### config.mk
export PLATFORM = sky130hd
export DESIGN_NAME = key_debounce_timer
export DESIGN_NICKNAME = d
export VERILOG_FILES = /design/src/rtl/key_debounce_timer.sv
export SDC_FILE = /design/constraint.sdc
export NUM_CORES = 1
export LEC_CHECK = 0
export ABC_AREA = 1
export BUFFER_PORTS_ARGS = -buffer_cell sky130_fd_sc_hd__buf_2
export CAP_MARGIN = 25
export CORE_MARGIN = 8
export CORE_UTILIZATION = 50
export DETAILED_ROUTE_END_ITERATION = 8
export GPL_TIMING_DRIVEN = 1
export PLACE_DENSITY_LB_ADDON = 0.08
export REMOVE_ABC_BUFFERS = 1
export SLEW_MARGIN = 20
export SYNTH_ARGS = -nofsm -noshare
export SYNTH_HDL_FRONTEND = slang
export SYNTH_SLANG_ARGS = --single-unit
### constraint.sdc
create_clock -name clk_in -period 2.7 [get_ports clk_in]
set_clock_uncertainty 0.15 [all_clocks]
set_input_delay 0.27 -clock clk_in [delete_from_list [all_inputs] [get_ports clk_in]]
set_output_delay 0.27 -clock clk_in [all_outputs]
set_load 0.02 [all_outputs]
### src/rtl/key_debounce_timer.sv
// rtl/key_debounce_timer.sv - key debouncer with press timestamp and hold-duration timer
// Define KEY_LONG_PRESS_EN to enable the long_press strobe at LONG_MS of hold.
`timescale 1ns/1ps
module key_debounce_timer #(
  parameter int DEBOUNCE_MS = 20,
  parameter int LONG_MS     = 1000,
  parameter int HOLD_W      = 16
) (
  input  logic              clk_in,
  input  logic              rst_n,
  input  logic [31:0]       system_time_ms,
  input  logic              key_in,
  output logic              key_pressed,
  output logic              press_pulse,
  output logic              release_pulse,
  output logic [31:0]       press_time_ms,
  output logic [HOLD_W-1:0] hold_ms,
  output logic              long_press
);
  typedef enum logic [1:0] {IDLE, PRESS_DB, PRESSED, RELEASE_DB} state_t;

`ifdef KEY_LONG_PRESS_EN
  localparam bit LONG_EN = 1'b1;
`else
  localparam bit LONG_EN = 1'b0;
`endif

  localparam logic [7:0]        DB_LIMIT   = 8'(DEBOUNCE_MS);
  localparam logic [HOLD_W-1:0] LONG_LIMIT = HOLD_W'(LONG_MS);

  state_t            state;
  logic              sync1, sync2, key_s;
  logic [31:0]       prev_ms;
  logic              valid, ms_tick;
  logic [7:0]        db_cnt, db_next;
  logic              hold_sat, long_hit;
  logic [HOLD_W-1:0] hold_next;

  always_ff @(posedge clk_in or negedge rst_n) begin
    if (!rst_n) begin
      sync1 <= 1'b1;
      sync2 <= 1'b1;
    end else begin
      sync1 <= key_in;
      sync2 <= sync1;
    end
  end

  assign key_s = ~sync2;

  // valid suppresses a false tick on the first clock after reset
  always_ff @(posedge clk_in or negedge rst_n) begin
    if (!rst_n) begin
      prev_ms <= '0;
      valid   <= 1'b0;
    end else begin
      prev_ms <= system_time_ms;
      valid   <= 1'b1;
    end
  end

  assign ms_tick   = valid && (system_time_ms != prev_ms);
  assign db_next   = db_cnt + 8'd1;
  assign hold_sat  = &hold_ms;
  assign hold_next = hold_sat ? hold_ms : hold_ms + HOLD_W'(1);
  assign long_hit  = LONG_EN && ms_tick && !hold_sat && (hold_next == LONG_LIMIT);

  always_ff @(posedge clk_in or negedge rst_n) begin
    if (!rst_n) begin
      state         <= IDLE;
      db_cnt        <= '0;
      key_pressed   <= 1'b0;
      press_pulse   <= 1'b0;
      release_pulse <= 1'b0;
      press_time_ms <= '0;
      hold_ms       <= '0;
      long_press    <= 1'b0;
    end else begin
      press_pulse   <= 1'b0;
      release_pulse <= 1'b0;
      long_press    <= 1'b0;
      case (state)
        IDLE: begin
          if (key_s) begin
            state  <= PRESS_DB;
            db_cnt <= '0;
          end
        end
        PRESS_DB: begin
          if (!key_s) begin
            state <= IDLE;
          end else if (ms_tick) begin
            db_cnt <= db_next;
            if (db_next == DB_LIMIT) begin
              state         <= PRESSED;
              key_pressed   <= 1'b1;
              press_pulse   <= 1'b1;
              press_time_ms <= system_time_ms;
              hold_ms       <= '0;
            end
          end
        end
        PRESSED: begin
          if (ms_tick) begin
            hold_ms    <= hold_next;
            long_press <= long_hit;
          end
          if (!key_s) begin
            state  <= RELEASE_DB;
            db_cnt <= '0;
          end
        end
        RELEASE_DB: begin
          // hold keeps running while the release is still unconfirmed
          if (ms_tick) begin
            hold_ms    <= hold_next;
            long_press <= long_hit;
          end
          if (key_s) begin
            state <= PRESSED;
          end else if (ms_tick) begin
            db_cnt <= db_next;
            if (db_next == DB_LIMIT) begin
              state         <= IDLE;
              key_pressed   <= 1'b0;
              release_pulse <= 1'b1;
            end
          end
        end
        default: state <= IDLE;
      endcase
    end
  end
endmodule

==> results of run 1 <==
[power groups by stage]
stage / sequential [W] / clock [W] / combinational, W
2_1_floorplan: 0.00162 / 0 / 0.000178
3_3_place_gp: 0.00159 / 0 / 0.000356
3_5_place_dp: 0.00160 / 0 / 0.000358
4_1_cts: 0.00157 / 0.00112 / 0.000397
5_1_grt: 0.00158 / 0.00116 / 0.000449
6_report: 0.00157 / 0.00109 / 0.000391
[layout make-up]
cell class / instances / area (um^2) / area share
timing repair buffer: 122 / 803 / 0.146
clock buffer: 11 / 151 / 0.0275
clock inverter: 5 / 86.3 / 0.0157
inverter: 44 / 170 / 0.0309
multi-input combinational: 369 / 1750 / 0.318
tap: 108 / 135 / 0.0246
sequential: 96 / 2400 / 0.437
[flip-flops by register name, summed over array words and instances, names as in the netlist, named ones only]
| name | flops |
|---|---|
| press_time_ms | 32 |
| prev_ms | 32 |
| hold_ms | 16 |
| db_cnt | 8 |
| key_pressed | 1 |
| press_pulse | 1 |
| release_pulse | 1 |
| state | 1 |
| sync1 | 1 |
| sync2 | 1 |
| valid | 1 |
[cells in the final DEF (no fill, tap or decap), drive strengths merged]
cell / n
xnor2: 28
dlygate4sd3: 34
nor2: 50
or2: 1
o21bai: 1
dfstp: 2
buf: 88
a21oi: 1
nand4: 5
a311oi: 1
nand3b: 1
xor2: 5
nor4: 1
nand2: 237
bufinv: 2
conb: 2
dfrtp: 94
clkbuf: 11
ha: 3
inv: 45
o21ai: 17
clkinv: 2
nand3: 15
a31o: 1
[cells by family after synthesis]
kind of cell | after synthesis | synth area share
AOI/OAI and AO/OA | 21 | 0.0398
xor gates and xnor gates | 33 | 0.0656
buffers and inverters | 54 | 0.0585
and+or+nand+nor | 310 | 0.280
adders and majority gates | 3 | 0.00852
other | 2 | 0.00170
DFF | 96 | 0.546
[stage by stage]
step | setup WS, ns | instance area (um^2) | hold WS, ns | cells | utilization
after floorplan | 0.655 | 4320 | -0.176 | 509 | -
after global placement | 0.414 | 4920 | 0.196 | 705 | 0.569
after detailed placement | 0.373 | 4920 | 0.197 | 705 | 0.569
after CTS | 0.228 | 5490 | 0.209 | 755 | 0.636
after global routing | 0.0377 | 5500 | 0.214 | 755 | 0.637
final | 0.335 | 5500 | 0.208 | 755 | 0.637
[how the worst min path moves through the flow]
| stage | to | startpoint | slack, ns |
|---|---|---|---|
| floorplan | asynchronous set/reset pin | rst_n | -0.18 |
| global placement | press_time_ms[5]$_DFFE_PN0P_ | rst_n | 0.20 |
| detailed placement | prev_ms[5]$_DFF_PN0_ | rst_n | 0.20 |
| CTS | sync2$_DFF_PN1_ | sync1$_DFF_PN1_ | 0.21 |
| global route | sync2$_DFF_PN1_ | sync1$_DFF_PN1_ | 0.21 |
| finish | sync2$_DFF_PN1_ | sync1$_DFF_PN1_ | 0.21 |
[worst max-delay path, cell delays in order]
cell           delay, ns
dlygate4sd3_1       0.53
buf_2               0.14
inv_1               0.08
nand2_1             0.06
nand2_1             0.05
nand2_1             0.05
nor2_1              0.12
nand2_1             0.09
nor2_1              0.11
nand2_1             0.09
nand2_1             0.12
inv_1               0.13
nand2_2             0.34
buf_4               0.22
nand2_1             0.05
nand2_1             0.07
[what timing repair did]
action,4_1_cts,5_1_grt
setup endpoints to repair,0,3
setup buffers,0,0
hold buffers,34,0
hold endpoints to repair,97,0
gates resized for setup,0,1
[routing by layer]
metal  GRT usage  share of wire  up-vias
li1            -              -     1819
met1       0.220           0.46     1662
met2       0.275           0.47       79
met3      0.0252          0.047       12
met4      0.0723          0.015        0
met5           0              0        -
==> results.json, run 1 <==
{
  "p_leak_nw": 2.97,
  "ir_worst_vdd_mv": 0.293,
  "finalHoldViolations": 0,
  "die_w_um": 110,
  "r2r_start": "db_cnt[0]$_DFFE_PN0P_",
  "synth_most_common_cell": "nand2_1",
  "crit_start": "system_time_ms[0]",
  "min_path_type": "register to register",
  "clock_latency_ns": 0.36,
  "switching_share": 0.263,
  "cts_root_buf": "clkbuf_8",
  "worstSetupEndpoint": "hold_ms[9]$_DFFE_PN0P_",
  "ys_async_sr_fraction": 1.00,
  "ys.flop_type": "dfrtp_1",
  "tightest_slew_ns": 0.671,
  "numCtsBuffers": 9,
  "overflow": 0,
  "startpoint_type": "primary input",
  "grt_setup_unrepaired": "no",
  "grt_max_degree": 54,
  "antenna_cells": 0,
  "crit_type": "primary input to register",
  "port_buffers": 85,
  "pwr-share-comb": 0.128,
  "die_area_mm2": 0.0121,
  "endpoint_kind": "register",
  "grt_pass1_vias": 3552,
  "reg2reg_to": "hold_ms[9]$_DFFE_PN0P_",
  "hold_depth": 0,
  "routed_wl_um": 9580,
  "via_per_inst": 4.73,
  "seqPwrFrac": 0.515,
  "syn_area_mm2": 0.00441,
  "yosysTopAreaCellShare": 0.534,
  "outcome": "finished, final reports clean",
  "fin_nets": 680,
  "syn_avg_cell_area_um2": 8.49,
  "synth_area_leaders": "dfrtp_1 (53%), nand2_1 (20%), xnor2_1 (5.6%)",
  "area_delta_synth_final_pct": 24.9,
  "die-height_um": 110,
  "ys_seq_elements": 96,
  "p_per_area_mw_per_mm2": 554,
  "grt_pass1_wl_um": 16300,
  "min_period_ns": 2.37,
  "fmax_mhz": 423,
  "cts_num_sinks": 96,
  "finalSetupViolCount": 0,
  "initial_core_util": 0.510,
  "synth.distinct_cells": 32,
  "synth_seq_area_share": 0.546,
  "relSlewSlack": 0.553,
  "critPathArrivalTime_ns": 2.51,
  "drc_errors": 0,
  "synth_top_cell_by_area": "dfrtp_1",
  "vias": 3572,
  "ys_warn_count": 0,
  "max-clock-path-buffers": 2,
  "ios": 87,
  "wl_per_cell_um": 12.7,
  "synth_enable_flop_cells": 0,
  "synthesis.instances": 519,
  "finalCritPeriodShare": 0.876,
  "setup-tns-final_ns": 0,
  "fill_cells": 760,
  "dp_hpwl_um": 6780,
  "p_int_w": 0.00225,
  "reg2regPathDepth": 13,
  "drive_gt1_frac": 0.207,
  "drt_iter0_markers": 115,
  "dr.pass1.iters": 4,
  "gp_congestion": 0.816,
  "htreeDepth": 3,
  "clockPowerShare": 0.356,
  "antenna_found_initial": 0,
  "synth_common_cells": "nand2_1 (234), dfrtp_1 (94), nor2_1 (47), inv_1 (40), xnor2_1 (28)",
  "r2r_slack_ns": 0.43,
  "std_cell_rows": 34,
  "finalPower_w": 0.00305,
  "cap_viol_max_count": 0,
  "cts_tree": "yes",
  "grt_usage": 0.169,
  "clk_pin_slew_worst_paths_ns": 0.09,
  "final_antenna_net_count": 0,
  "core_area_mm2": 0.00864,
  "path_max_fanout": 18,
  "switchingPower_w": 0.000800,
  "final_max_slew_viol_count": 0,
  "cp.required_ns": 2.84
}
Note: power is estimated with default switching activity, not from simulation.
==> run 2: changes to the inputs <==
--- a/config.mk
+++ b/config.mk
@@ -8,7 +8,7 @@
 export ABC_AREA = 1
 export BUFFER_PORTS_ARGS = -buffer_cell sky130_fd_sc_hd__buf_2
 export CAP_MARGIN = 25
-export CORE_MARGIN = 8
+export CORE_MARGIN = 2
 export CORE_UTILIZATION = 50
 export DETAILED_ROUTE_END_ITERATION = 8
 export GPL_TIMING_DRIVEN = 1
==> results.json, run 2 (same netlist as run 1, synthesis figures left out) <==
{
  "outcome": "finished, final reports clean",
  "crit_chain": "dlygate4sd3_1, buf_2, inv_1, nand2_1, nand2_1, nand2_1, nor2_1, nand2_1, nor2_1, nand2_1, nand2_1, inv_1, nand2_4, buf_4, nand2_1, o21ai_2",
  "finalPower_w": 0.00294,
  "core_area_mm2": 0.00864,
  "dp_hpwl_um": 6010,
  "overflow": 0,
  "via_per_inst": 4.66,
  "clock_latency_ns": 0.36,
  "die-height_um": 97.9,
  "min_period_ns": 2.43,
  "finalSetupViolCount": 0,
  "grt_pass1_vias": 3424,
  "grt_usage": 0.197,
  "startpoint_type": "primary input",
  "relSlewSlack": 0.589,
  "crit_top_cell": "nand2_1",
  "die_w_um": 97.9,
  "final_antenna_net_count": 0,
  "dp_cells": 704,
  "finalHoldViolations": 0,
  "finalCritPeriodShare": 0.899,
  "grt_setup_unrepaired": "no",
  "antenna_cells": 0,
  "path_max_fanout": 32,
  "critPathSlowestCell": "dlygate4sd3_1",
  "cap_viol_max_count": 0,
  "critPathArrivalTime_ns": 2.57,
  "final_common_cell": "nand2_1",
  "drt_iter0_markers": 100,
  "endpoint_kind": "register",
  "initial_core_util": 0.510,
  "p_leak_nw": 2.96,
  "cp.required_ns": 2.84,
  "antenna_found_initial": 0,
  "wl_per_cell_um": 11.8,
  "min_path_type": "register to register",
  "grt_pass1_wl_um": 15500,
  "reg2reg_to": "press_time_ms[28]$_DFFE_PN0P_",
  "numCtsBuffers": 9,
  "cts_tree": "yes",
  "htreeDepth": 3,
  "fin_util": 0.632,
  "std_cell_rows": 34,
  "final_cells": 754,
  "gp_congestion": 0.859,
  "crit_type": "primary input to register",
  "postCtsSetupBuffers": 0,
  "fin_nets": 679,
  "fmax_mhz": 412,
  "port_buffers": 85,
  "routed_wl_um": 8930,
  "hold_start": "sync1$_DFF_PN1_",
  "max-clock-path-buffers": 2,
  "holdPathEnd": "sync2$_DFF_PN1_",
  "final_cell_mix": "nand2_1 (234), dfrtp_1 (94), buf_2 (84)",
  "setup-tns-final_ns": 0,
  "cts_root_buf": "clkbuf_8",
  "crit_start": "system_time_ms[20]",
  "ios": 87,
  "die_area_mm2": 0.00958,
  "hold_ws_ns": 0.211,
  "r2r_slack_ns": 0.38,
  "r2r_start": "db_cnt[1]$_DFFE_PN0P_",
  "cp_slowest_stage_delay_ns": 0.53,
  "vias": 3512,
  "tightest_slew_ns": 0.617,
  "grt_max_degree": 51,
  "top_regs": "press_time_ms: 32 flops, prev_ms: 32 flops, hold_ms: 16 flops",
  "drc_errors": 0,
  "ir_worst_vdd_mv": 0.395,
  "hold_depth": 0,
  "reg2regPathDepth": 13,
  "clk_pin_slew_worst_paths_ns": 0.09,
  "cts_num_sinks": 96,
  "drive_gt1_frac": 0.203,
  "final_max_slew_viol_count": 0,
  "p_per_area_mw_per_mm2": 539,
  "dr.pass1.iters": 6,
  "area_delta_synth_final_pct": 23.8
}
-- run 2: cell count changes in the layout (fill, tap and decap cells not counted), sizes merged --
cell,change
bufinv,-1
clkinv,-1
buf,-1
clkbuf,+2
-- run 2: layer usage --
layer	GRT usage	vias to the layer above	share of wire	wire (um)
li1	-	1816	-	-
met1	0.267	1620	0.49	4350
met2	0.322	67	0.47	4200
met3	0.0351	9	0.032	284
met4	0.0716	0	0.011	98
met5	0	-	0	0
-- run 2: repair_timing --
item | 4_1_cts | 5_1_grt
hold buffers | 34 | 0
gates resized for setup | 0 | 0
endpoints found under the setup margin | 0 | 0
endpoints found under the hold margin | 93 | 0
-- run 2: metrics by stage --
stage          area, um^2  setup slack, ns
6_report             5460            0.273
5_1_grt              5460           0.0783
4_1_cts              5460            0.265
3_5_place_dp         4910            0.374
3_3_place_gp         4910            0.424
2_1_floorplan        4320            0.655
-- run 2: power breakdown --
group / switching (W) / leakage [nW] / internal, W
sequential: 0.0000669 / 1.24 / 0.00150
combinational: 0.000225 / 1.61 / 0.000164
clock: 0.000496 / 0.105 / 0.000488
-- run 2: area by class of cell --
type / count / area (um^2)
Clock inverter: 3 / 47.5
Sequential cell: 96 / 2400
Tap cell: 108 / 135
Inverter: 44 / 170
Clock buffer: 13 / 159
Multi-Input combinational cell: 369 / 1740
Timing Repair Buffer: 121 / 796
Fill cell: 784 / 3180
-- run 2: worst max-delay path, delay by kind of cell --
family,cells,cell delay (ns)
AO/OA/AOI/OAI,1,0.05
buffers and inverters,5,1.11
AND/OR/NAND/NOR,10,1.13
-- run 2: how the worst max path moves through the flow --
| stage | to | slack [ns] | cells past startpoint |
|---|---|---|---|
| 2_1_floorplan | hold_ms[5]$_DFFE_PN0P_ | 0.65 | 10 |
| 3_3_place_gp | press_time_ms[28]$_DFFE_PN0P_ | 0.42 | 13 |
| 3_5_place_dp | press_time_ms[28]$_DFFE_PN0P_ | 0.37 | 13 |
| 4_1_cts | press_time_ms[28]$_DFFE_PN0P_ | 0.27 | 16 |
| 5_1_grt | hold_ms[12]$_DFFE_PN0P_ | 0.08 | 16 |
| 6_report | press_time_ms[28]$_DFFE_PN0P_ | 0.27 | 16 |
